### config.mk
export PLATFORM = sky130hd
export DESIGN_NAME = cnt_down_timer
export DESIGN_NICKNAME = d
export VERILOG_FILES = /design/src/rtl/cnt_down_timer.sv
export SDC_FILE = /design/constraint.sdc
export NUM_CORES = 1
export LEC_CHECK = 0
export ABC_AREA = 1
export CAP_MARGIN = 20
export CORE_MARGIN = 2
export CORE_UTILIZATION = 45
export CTS_CLUSTER_SIZE = 10
export DETAILED_ROUTE_END_ITERATION = 7
export PLACE_DENSITY = 0.79
export SYNTH_ARGS = -nofsm -noshare
export SYNTH_HDL_FRONTEND = slang
export SYNTH_SLANG_ARGS = --single-unit
### constraint.sdc
create_clock -name clk -period 1.2 [get_ports clk]
set_input_delay 0.24 -clock clk [delete_from_list [all_inputs] [get_ports clk]]
set_output_delay 0.24 -clock clk [all_outputs]
set_load 0.05 [all_outputs]
### src/rtl/cnt_down_timer.sv
// cnt_down_timer: BCD mm:ss countdown timer with preset buttons, start/pause and a timed alarm
module cnt_down_timer #(
    parameter int BUZZ_TICKS = 5
) (
    input  logic       clk,
    input  logic       CLR_n,
    input  logic       tick,
    input  logic       start_stop,
    input  logic       is_setting,
    input  logic       inc_min,
    input  logic       inc_sec,
    output logic [3:0] min_ten,
    output logic [3:0] min_one,
    output logic [3:0] sec_ten,
    output logic [3:0] sec_one,
    output logic       running,
    output logic       done,
    output logic       alarm
);
    localparam int CW = $clog2(BUZZ_TICKS + 1);

    typedef enum logic [1:0] {IDLE, RUN, PAUSE, ALARM} state_t;

    state_t          state, state_nxt;
    logic [CW-1:0]   buzz_cnt;
    logic            is_zero, is_one, can_set, can_start, dec, last_buzz;
    logic            running_d, done_d, alarm_d;

    assign is_zero   = {min_ten, min_one, sec_ten, sec_one} == 16'h0000;
    assign is_one    = {min_ten, min_one, sec_ten, sec_one} == 16'h0001;
    assign can_set   = is_setting && (state == IDLE || state == PAUSE);
    assign can_start = start_stop && !is_setting && !is_zero;
    assign dec       = state == RUN && tick && !start_stop;
    assign last_buzz = tick && buzz_cnt == CW'(BUZZ_TICKS - 1);

    // State register; status flags are registered alongside it so they change with the state
    always_ff @(posedge clk or negedge CLR_n) begin
        if (!CLR_n) begin
            state   <= IDLE;
            running <= 1'b0;
            done    <= 1'b0;
            alarm   <= 1'b0;
        end else begin
            state   <= state_nxt;
            running <= running_d;
            done    <= done_d;
            alarm   <= alarm_d;
        end
    end

    // Next state: a start_stop in RUN beats a simultaneous tick, so pause wins at 00:01 too
    always_comb begin
        state_nxt = state;
        case (state)
            IDLE:    if (can_start) state_nxt = RUN;
            RUN:     if (start_stop) state_nxt = PAUSE;
                     else if (tick && is_one) state_nxt = ALARM;
            PAUSE:   if (can_start) state_nxt = RUN;
            ALARM:   if (start_stop || last_buzz) state_nxt = IDLE;
            default: state_nxt = IDLE;
        endcase
    end

    // Output decode of the upcoming state; done fires on the tick that reaches 00:00
    always_comb begin
        running_d = state_nxt == RUN;
        alarm_d   = state_nxt == ALARM;
        done_d    = dec && is_one;
    end

    // Alarm tick counter restarts whenever ALARM is entered or left
    always_ff @(posedge clk or negedge CLR_n) begin
        if (!CLR_n)
            buzz_cnt <= '0;
        else
            buzz_cnt <= (state == ALARM && state_nxt == ALARM) ? buzz_cnt + CW'(tick) : '0;
    end

    // Digit chain: borrow-decrement while running, independent wrapping increments while setting
    always_ff @(posedge clk or negedge CLR_n) begin
        if (!CLR_n) begin
            min_ten <= 4'd0;
            min_one <= 4'd0;
            sec_ten <= 4'd0;
            sec_one <= 4'd0;
        end else if (dec) begin
            sec_one <= sec_one == 4'd0 ? 4'd9 : sec_one - 4'd1;
            if (sec_one == 4'd0)
                sec_ten <= sec_ten == 4'd0 ? 4'd5 : sec_ten - 4'd1;
            if (sec_one == 4'd0 && sec_ten == 4'd0)
                min_one <= min_one == 4'd0 ? 4'd9 : min_one - 4'd1;
            if (sec_one == 4'd0 && sec_ten == 4'd0 && min_one == 4'd0)
                min_ten <= min_ten - 4'd1;
        end else if (can_set) begin
            if (inc_sec) begin
                sec_one <= sec_one == 4'd9 ? 4'd0 : sec_one + 4'd1;
                if (sec_one == 4'd9)
                    sec_ten <= sec_ten == 4'd5 ? 4'd0 : sec_ten + 4'd1;
            end
            if (inc_min) begin
                min_one <= min_one == 4'd9 ? 4'd0 : min_one + 4'd1;
                if (min_one == 4'd9)
                    min_ten <= min_ten == 4'd9 ? 4'd0 : min_ten + 4'd1;
            end
        end
    end
endmodule

==> metrics.md, run 1 <==
| Metric | Value |
|---|---|
| Met1 WL | about 2600 µm |
| Total global-route track usage | 0.279 |
| Xor/xnor share of the synthesized area | 0.0552 |
| Status | finished with violations |
| CTS tree | built |
| WHS | 222 ps |
| Top sig layer | met4 |
| Buffers on Ports | 25 |
| Filler cells | about 140 |
| CP Launch Type | register |
| DR vias/cell | ~5.9 |
| Die Ht | 63.4 µm |
| Via count | 2095 |
| Seq/Total Area, Yosys | 0.379 |
| Tcrit/Tclk final | 1.29 |
| First-pass GRT wire length | roughly 8800 µm |
| Synth area leaders | dfrtp_1, nand2_1, nor2_1 |
| # setup viols final | 36 |
| Drt first pass iters | 5 |
| Pins Over Slew Limit | 0 |
| Worst-path fanout max | 6 |
| Synthesis-to-layout area growth | 91.3% |
| Initial core utilization | 0.471 |
| Post-DP HPWL | 3240 µm |
| Synthesized flop and latch total | 24 |
| DRC viols | 0 |
| Worst endpoint required time | between 1000 and 1500 ps |
| Global route total overflow | 0 |
| Die X | approximately 63 µm |
| Largest family of logic cells by synthesized area | simple AND/OR/NAND/NOR gates |
| Clock buffer depth | 2 |
| CTS Buf Count | 3 |
| Largest net degree at the start of global routing | 25 |
| Detailed router's first-iteration violation count | ~230 |
| Fin nets | about 330 |
| Final Power | between 8 and 9 mW |
| Clock Skew | about 1.5 ps |
| Max_slew headroom | 0.768 |
| Synth unique cells | 28 |
| Hold Crit Class | in -> async |
| I/O pin count | 26 |
| Mux cell area share after synthesis | 0 |
| Crit path capture type | register |
| Reg2Reg Depth | 8 |
| Synthesized area per cell | 7.44 µm² |
| Number of synthesis warnings | 0 |
| Syn Nets | between 200 and 250 |
| Slew @ Worst Pin | between 300 and 400 ps |
| Final Hold Fails | 0 |
| Most common cell after layout, fill and taps aside | buf_4 |
| # H-tree levels | 1 |
| Power Density | roughly 2800 nW/µm² |
| Setup CP Type | reg -> reg |
| Minimum clock period | approximately 1600 ps |
| Data arrival time of the worst path | ~1800 ps |
| Failing checks | negative setup slack |
| Mapped Cells | about 210 |
| Number of global-route vias before repair | 1986 |
| Final ANT Viol Nets | 0 |
| Leading area contributor after synthesis | dfrtp_1 |
| WL met3 | between 400 and 500 µm |
| Peak Freq | 645 MHz |
| Max-cap violations | 0 |
| # diodes | 0 |
| Worst slack, placed | -471 ps |
| Sink Count | 24 |
| Core Area | about 3400 µm² |
| Most frequent cells in the layout | buf_4, buf_6, nand2_1, nor2_1, buf_12 |
| RSZ-0062 raised after global routing | yes |
| LEAKAGE | 1.44 nW |
| Metal2 WL | ~3400 µm |
| RePlAce Congestion | 0.875 |
| Die area | ~4000 µm² |
| Post-Synth Simple-Gate Area | 0.325 |
| Compound-Gate Fraction of Synth Area | 0.104 |
| Aggregate routed wire length | ~6900 µm |
| Setup TNS | -7250 ps |
| Layout cells sized above 1 | 0.554 |
| Mapped cell area | around 1600 µm² |
| Hold_buf cts | 0 |
| Initial antenna violation count | 0 |
| Clock latency on the worst-skew pair | 340 ps |
| Rows | 21 |
| Wire per inst | ~19 µm |
| CTS clk-pin slew, worst paths | about 150 ps |
| Peak VDD IR | 1840 µV |
| Post-Synth Adder-Cell Area | 0.0552 |
| Clock root buffer master | clkbuf_4 |
| Share of the synthesized area in the top cell type | 0.379 |
| Final WS setup | -351 ps |
sequential cells by signal, indices dropped and copies added (netlist names):
name / cells
running: 1
min_one: 4
sec_ten: 4
min_ten: 4
sec_one: 4
state: 2
buzz_cnt: 3
done: 1
alarm: 1
path summary, 6_finish.rpt:
path | startpoint | end | slack (ps)
setup / recovery | state[0]$_DFF_PN0_ | min_ten[1]$_DFFE_PN0P_ | -350
hold / removal | CLR_n | sec_one[0]$_DFFE_PN0P_ | 220
setup reg to reg | state[0]$_DFF_PN0_ | min_ten[1]$_DFFE_PN0P_ | -350
hold reg to reg | buzz_cnt[2]$_DFF_PN0_ | buzz_cnt[2]$_DFF_PN0_ | 580
max in group asynchronous | CLR_n | min_ten[1]$_DFFE_PN0P_ | 810
min in group clk | buzz_cnt[2]$_DFF_PN0_ | buzz_cnt[2]$_DFF_PN0_ | 580
worst max-delay path, cell delays in order, from the launching register on:
cell and delay [ps]:
dfrtp_1 430, inv_2 110, buf_4 160, nand3_1 140, o21ai_2 250, nand2_4 110
inv_2 130, nand2_1 70, o21ai_1 80
cell families (layout without fill, tap and decap cells):
logic type      Yosys count  count (layout)
xor+xnor                 10              10
compound gates           31              31
flops                    24              24
simple gates            110             110
fa+ha+maj                 7               7
buf+inv                  31             130
power breakdown:
| group | internal (mW) | total, mW | switching, mW | leakage (nW) |
|---|---|---|---|---|
| combinational | 3.09 | 6.46 | 3.38 | 1.13 |
| clock | 0.187 | 0.472 | 0.285 | 0.0210 |
| sequential | 1.15 | 1.55 | 0.403 | 0.280 |
| total | 4.42 | 8.49 | 4.06 | 1.44 |
cell type report:
cell class	instances	area, µm²	area share
tap	46	57.6	0.0190
timing repair inverter	1	11.3	0.00371
sequential	24	619	0.204
timing repair buffer	98	1110	0.367
multi-input combinational	158	1090	0.359
clock buffer	4	36.3	0.0120
inverter	27	106	0.0351
synth_stat cells (all sizes together):
cell type / count
nand2: 42
nor2: 37
inv: 26
dfrtp: 24
nand3: 23
o21ai: 21
ha: 7
xor2: 7
a21oi: 5
buf: 4
nand4: 4
xnor2: 3
and2: 2
o211ai: 2
a31oi: 1
clkinv: 1
nor3: 1
o22ai: 1
o31ai: 1
or2: 1
what timing repair did:
| item | in CTS | in global routing |
|---|---|---|
| setup buffers | 11 | 10 |
| setup endpoints to repair | 37 | 38 |
| gates cloned | 1 | 0 |
| pin swaps | 13 | 14 |
| gates resized for setup | 59 | 38 |
metrics by stage:
step / util / cells / instance area [µm²]
6_report: 0.902 / 358 / 3030
5_1_grt: 0.902 / 358 / 3030
4_1_cts: 0.842 / 349 / 2830
3_5_place_dp: 0.743 / 333 / 2500
3_3_place_gp: 0.743 / 333 / 2500
2_1_floorplan: - / 213 / 1630
layer usage:
metal / up-vias / track usage
met5: - / 0
met4: 0 / 0.163
met3: 54 / 0.0357
met2: 144 / 0.475
met1: 1004 / 0.336
li1: 893 / -
Power figures use the tool's default switching activity.
==> inputs of run 2 (changes only) <==
--- a/config.mk
+++ b/config.mk
@@ -9,6 +9,7 @@
 export CAP_MARGIN = 20
 export CORE_MARGIN = 2
 export CORE_UTILIZATION = 45
+export CTS_BUF_LIST = sky130_fd_sc_hd__clkbuf_8
 export CTS_CLUSTER_SIZE = 10
 export DETAILED_ROUTE_END_ITERATION = 7
 export PLACE_DENSITY = 0.79
==> metrics.md, run 2 (same netlist as run 1, synthesis figures left out) <==
| Metric | Value |
|---|---|
| Failing checks | negative setup slack |
| Reg2Reg Depth | 8 |
| Worst endpoint required time | 1390 ps |
| WHS | about 310 ps |
| Worst-path fanout max | 7 |
| Data arrival time of the worst path | about 1700 ps |
| Tcrit/Tclk final | 1.28 |
| Initial antenna violation count | 0 |
| Worst R2R End | min_one[3]$_DFFE_PN0P_ |
| Die area | between 4000 and 5000 µm² |
| Global route total overflow | 0 |
| Slew @ Worst Pin | slightly below 300 ps |
| Layout Utilization | 0.895 |
| Hold Crit Class | in -> async |
| Post-DP HPWL | between 3000 and 4000 µm |
| # diodes | 0 |
| FF+latch area | between 600 and 700 µm² |
| Total global-route track usage | 0.256 |
| Max-cap violations | 0 |
| Final Cell Area | 3010 µm² |
| Wire per inst | just under 20 µm |
| Largest net degree at the start of global routing | 25 |
| Power Density | 2840 nW/µm² |
| I/O pin count | 26 |
| Placed Area | approximately 2500 µm² |
| RSZ-0062 raised after global routing | yes |
| Core Area | approximately 3400 µm² |
| Setup CP Type | reg -> reg |
| Pins Over Slew Limit | 0 |
| Peak Freq | 651 MHz |
| Clock buffer depth | 2 |
| Minimum clock period | 1540 ps |
| Crit path capture type | register |
| Initial core utilization | 0.471 |
| CP Launch Type | register |
| DR vias/cell | around 5.8 |
| Final ANT Viol Nets | 0 |
| CTS Buf Count | 3 |
| First-pass GRT wire length | between 8000 and 9000 µm |
| Die X | roughly 63 µm |
| Layout cells sized above 1 | 0.568 |
| Sink Count | 24 |
| Final WS setup | -336 ps |
| RePlAce Congestion | 0.875 |
| Aggregate routed wire length | 6920 µm |
| CTS tree | built |
| CTS clk-pin slew, worst paths | ~90 ps |
| Hold_buf cts | 0 |
| # setup viols final | 37 |
| Synthesis-to-layout area growth | 89.9% |
| # H-tree levels | 1 |
| Die Ht | approximately 63 µm |
| Area of the multi-input gates | ~1100 µm² |
| Max_slew headroom | 0.801 |
| LEAKAGE | around 1.4 nW |
| Number of global-route vias before repair | about 1900 |
| Rows | 21 |
| DRC viols | 0 |
| Buffers on Ports | 25 |
| Most common cell after layout, fill and taps aside | buf_4 |
| Drt first pass iters | 7 |
| Most frequent cells in the layout | buf_4, buf_6, nand2_1, nor2_1, buf_12 |
| R2r startpoint | sec_one[0]$_DFFE_PN0P_ |
| Detailed router's first-iteration violation count | between 200 and 250 |
| Register-to-register setup slack | -340 ps |
| Final Hold Fails | 0 |
| Clock root buffer master | clkbuf_8 |
| Clock latency on the worst-skew pair | about 270 ps |
| Clock Skew | 3.87 ps |
| Filler cells | 150 |
| Final Power | ~8.6 mW |
| Status | finished with violations |
| Via count | around 2100 |
| Fin nets | roughly 320 |
| Peak VDD IR | approximately 2100 µV |
-- run 2: cell types whose count changed in the layout (fill, tap and decap cells not counted), moves of 3 or more --
cell | previous run | this run
clkbuf_4 | 3 | 0
clkbuf_8 | 1 | 4
ha_1 | 6 | 3
nand3_1 | 12 | 16
nand3_2 | 10 | 6
o21ai_1 | 9 | 5
o21ai_2 | 6 | 10
-- run 2: layout make-up --
cell class                 count  share of cell area
clock buffer                   4              0.0183
multi-input combinational    158               0.364
tap                           46              0.0191
sequential                    24               0.206
timing repair buffer          95               0.356
inverter                      27              0.0370
-- run 2: timing repair --
action	in CTS	in global routing
gates resized for setup	41	62
setup buffers	8	11
cloned	0	0
endpoints found under the setup margin	38	37
pin swaps	9	23
-- run 2: through the flow --
stage,cells,worst slack [ps],TNS [ps]
detailed placement,333,-471,-8600
CTS,345,-179,-2880
finish,354,-336,-5780
global route,354,-358,-6860
floorplan,213,-214,-3040
global placement,333,-379,-7580
-- run 2: power by group --
| part | internal (mW) | switching [mW] |
|---|---|---|
| logic | 3.01 | 3.42 |
| clock network | 0.294 | 0.276 |
| registers | 1.15 | 0.408 |
-- run 2: worst max-delay path by stage --
| stage | startpoint | slack [ps] | cells after the start | to |
|---|---|---|---|---|
| floorplan | sec_one[0]$_DFFE_PN0P_ | -210 | 10 | min_ten[3]$_DFFE_PN0P_ |
| global placement | start_stop | -380 | 9 | sec_ten[2]$_DFFE_PN0P_ |
| detailed placement | start_stop | -470 | 9 | sec_ten[2]$_DFFE_PN0P_ |
| CTS | state[0]$_DFF_PN0_ | -180 | 9 | sec_ten[1]$_DFFE_PN0P_ |
| global route | sec_one[1]$_DFFE_PN0P_ | -360 | 8 | sec_ten[1]$_DFFE_PN0P_ |
| finish | sec_one[0]$_DFFE_PN0P_ | -340 | 8 | min_one[3]$_DFFE_PN0P_ |
-- run 2: critical path: stages, from the launching register on --
cell	delay (ps)
dfrtp_2	460
nor2_4	160
nand2_4	100
nor2_4	200
buf_6	140
nand2_4	50
nand2_4	110
nor2_1	60
a31oi_1	170
-- run 2: metal layers --
layer	vias up	wire length, µm	GRT usage
met5	-	0	0
met4	0	390	0.136
met3	48	504	0.0393
met2	141	3410	0.442
met1	989	2610	0.303
li1	874	-	-
==> inputs of run 3 (changes only) <==
--- a/config.mk
+++ b/config.mk
@@ -7,12 +7,16 @@
 export LEC_CHECK = 0
 export ABC_AREA = 1
 export CAP_MARGIN = 20
+export CELL_PAD_IN_SITES_DETAIL_PLACEMENT = 0
+export CELL_PAD_IN_SITES_GLOBAL_PLACEMENT = 1
+export CORE_ASPECT_RATIO = 0.6
 export CORE_MARGIN = 2
-export CORE_UTILIZATION = 45
+export CORE_UTILIZATION = 36
 export CTS_BUF_LIST = sky130_fd_sc_hd__clkbuf_8
 export CTS_CLUSTER_SIZE = 10
 export DETAILED_ROUTE_END_ITERATION = 7
-export PLACE_DENSITY = 0.79
+export PLACE_DENSITY = 0.85
+export SLEW_MARGIN = 20
 export SYNTH_ARGS = -nofsm -noshare
 export SYNTH_HDL_FRONTEND = slang
 export SYNTH_SLANG_ARGS = --single-unit
==> metrics.md, run 3 (same netlist as run 1, synthesis figures left out) <==
| Metric | Value |
|---|---|
| Status | finished with violations |
| Failing checks | negative setup slack |
| # diodes | 0 |
| Worst endpoint required time | around 1400 ps |
| Final Cell Area | ~3000 µm² |
| Worst-path fanout max | 6 |
| Buffers on Ports | 25 |
| Data arrival time of the worst path | between 1500 and 2000 ps |
| LEAKAGE | 1.43 nW |
| Max_slew headroom | 0.823 |
| Die area | between 4000 and 5000 µm² |
| Initial antenna violation count | 0 |
| Final WS setup | -237 ps |
| Placed Area | around 2600 µm² |
| Clock root buffer master | clkbuf_8 |
| Via count | 1715 |
| Power Density | roughly 2700 nW/µm² |
| Most common cell after layout, fill and taps aside | buf_4 |
| Clock latency on the worst-skew pair | 280 ps |
| # setup viols final | 34 |
| Tcrit/Tclk final | 1.20 |
| DRC viols | 0 |
| Sink Count | 24 |
| Top sig layer | met4 |
| Peak Freq | ~700 MHz |
| Die X | between 80 and 90 µm |
| Synthesis-to-layout area growth | 87.1% |
| Crit path capture type | register |
| Pins Over Slew Limit | 0 |
| Wire per inst | about 12 µm |
| Total global-route track usage | 0.193 |
| CTS clk-pin slew, worst paths | approximately 90 ps |
| Drt first pass iters | 4 |
| CTS Buf Count | 3 |
| Peak VDD IR | ~1400 µV |
| Largest net degree at the start of global routing | 25 |
| Final Power | between 7 and 8 mW |
| CP Launch Type | register |
| Rows | 18 |
| Number of global-route vias before repair | between 1500 and 2000 |
| Max-cap violations | 0 |
| Post-DP HPWL | ~3200 µm |
| Metal2 WL | slightly above 2000 µm |
| Clock Skew | ~10 ps |
| # H-tree levels | 1 |
| WL met3 | 179 µm |
| Minimum clock period | approximately 1400 ps |
| Area of the multi-input gates | between 1000 and 1500 µm² |
| First-pass GRT wire length | approximately 7600 µm |
| Initial core utilization | 0.380 |
| Detailed router's first-iteration violation count | 57 |
| RePlAce Congestion | between 0.8 and 0.9 |
| Slew @ Worst Pin | about 260 ps |
| Clock buffer depth | 2 |
| Final Hold Fails | 0 |
| Filler cells | ~330 |
| FF+latch area | around 620 µm² |
| DR vias/cell | about 4.6 |
| RSZ-0062 raised after global routing | yes |
| Core Area | approximately 4200 µm² |
| Global route total overflow | 0 |
| CTS tree | built |
| Most frequent cells in the layout | buf_4, nand2_1, nor2_1, inv_1, buf_6 |
| Die Ht | roughly 55 µm |
| Hold Crit Class | in -> async |
| Fin nets | approximately 330 |
| Layout cells sized above 1 | 0.510 |
| Final ANT Viol Nets | 0 |
| Setup CP Type | reg -> reg |
| Setup TNS | -3350 ps |
| Met1 WL | ~2300 µm |
| Aggregate routed wire length | around 4500 µm |
| I/O pin count | 26 |
[run 3: cell count changes in the layout (fill, tap and decap cells not counted), moves of 3 or more]
cell     change
buf_4        +4
buf_6        -4
ha_1         +3
nand2_1      +4
nand2_2      -4
o21ai_0      +3
o21ai_1      +3
o21ai_2      -6
[run 3: cell type report]
class,count,area share
clock inverters,1,0.00127
well taps,60,0.0253
repair inverters,1,0.00211
multi-input cells,158,0.350
flip-flops and latches,24,0.208
inverters,27,0.0376
repair buffers,96,0.361
clock buffers,3,0.0139
[run 3: metrics by stage]
step	cells	util	hold slack [ps]	setup slack [ps]
2_1_floorplan	213	-	-55.6	-214
3_3_place_gp	352	0.613	540	-414
3_5_place_dp	352	0.613	546	-477
4_1_cts	365	0.678	326	-164
5_1_grt	370	0.712	329	-314
6_report	370	0.712	323	-237
[run 3: critical path, stage by stage, from the launching register on]
cell	delay, ps
dfrtp_1	410
nor2_4	140
nand3_4	180
inv_8	130
nor2_4	40
nor2_4	170
nand2_4	90
o21ai_2	100
nand2_1	60
[run 3: power by group]
group / total (mW) / switching [mW] / internal [mW] / leakage [nW]
sequential: 1.52 / 0.375 / 1.15 / 0.282
combinational: 5.84 / 2.90 / 2.93 / 1.12
clock: 0.500 / 0.271 / 0.230 / 0.0269
[run 3: per-layer routing]
layer  vias up  track usage
li1        880            -
met1       795        0.302
met5         -            0
met2        36        0.272
met4         0       0.0320
met3         4       0.0419
[run 3: repair_timing]
item / 4_1_cts / 5_1_grt
hold buffers: 0 / 0
gates resized for setup: 48 / 34
setup buffers: 9 / 9
pin swaps: 7 / 22
gates cloned: 0 / 1
setup endpoints to repair: 38 / 36
[run 3: path summary, 6_finish.rpt]
kind | from | to | slack, ps | cells after the start
min in group clk | buzz_cnt[2]$_DFF_PN0_ | buzz_cnt[2]$_DFF_PN0_ | 560 | 2
max in group asynchronous | CLR_n | min_ten[1]$_DFFE_PN0P_ | 710 | 2
setup / recovery | state[1]$_DFF_PN0_ | sec_ten[1]$_DFFE_PN0P_ | -240 | 8
setup reg to reg | state[1]$_DFF_PN0_ | sec_ten[1]$_DFFE_PN0P_ | -240 | 8
hold reg to reg | buzz_cnt[2]$_DFF_PN0_ | buzz_cnt[2]$_DFF_PN0_ | 560 | 2
hold / removal | CLR_n | min_one[0]$_DFFE_PN0P_ | 320 | 2
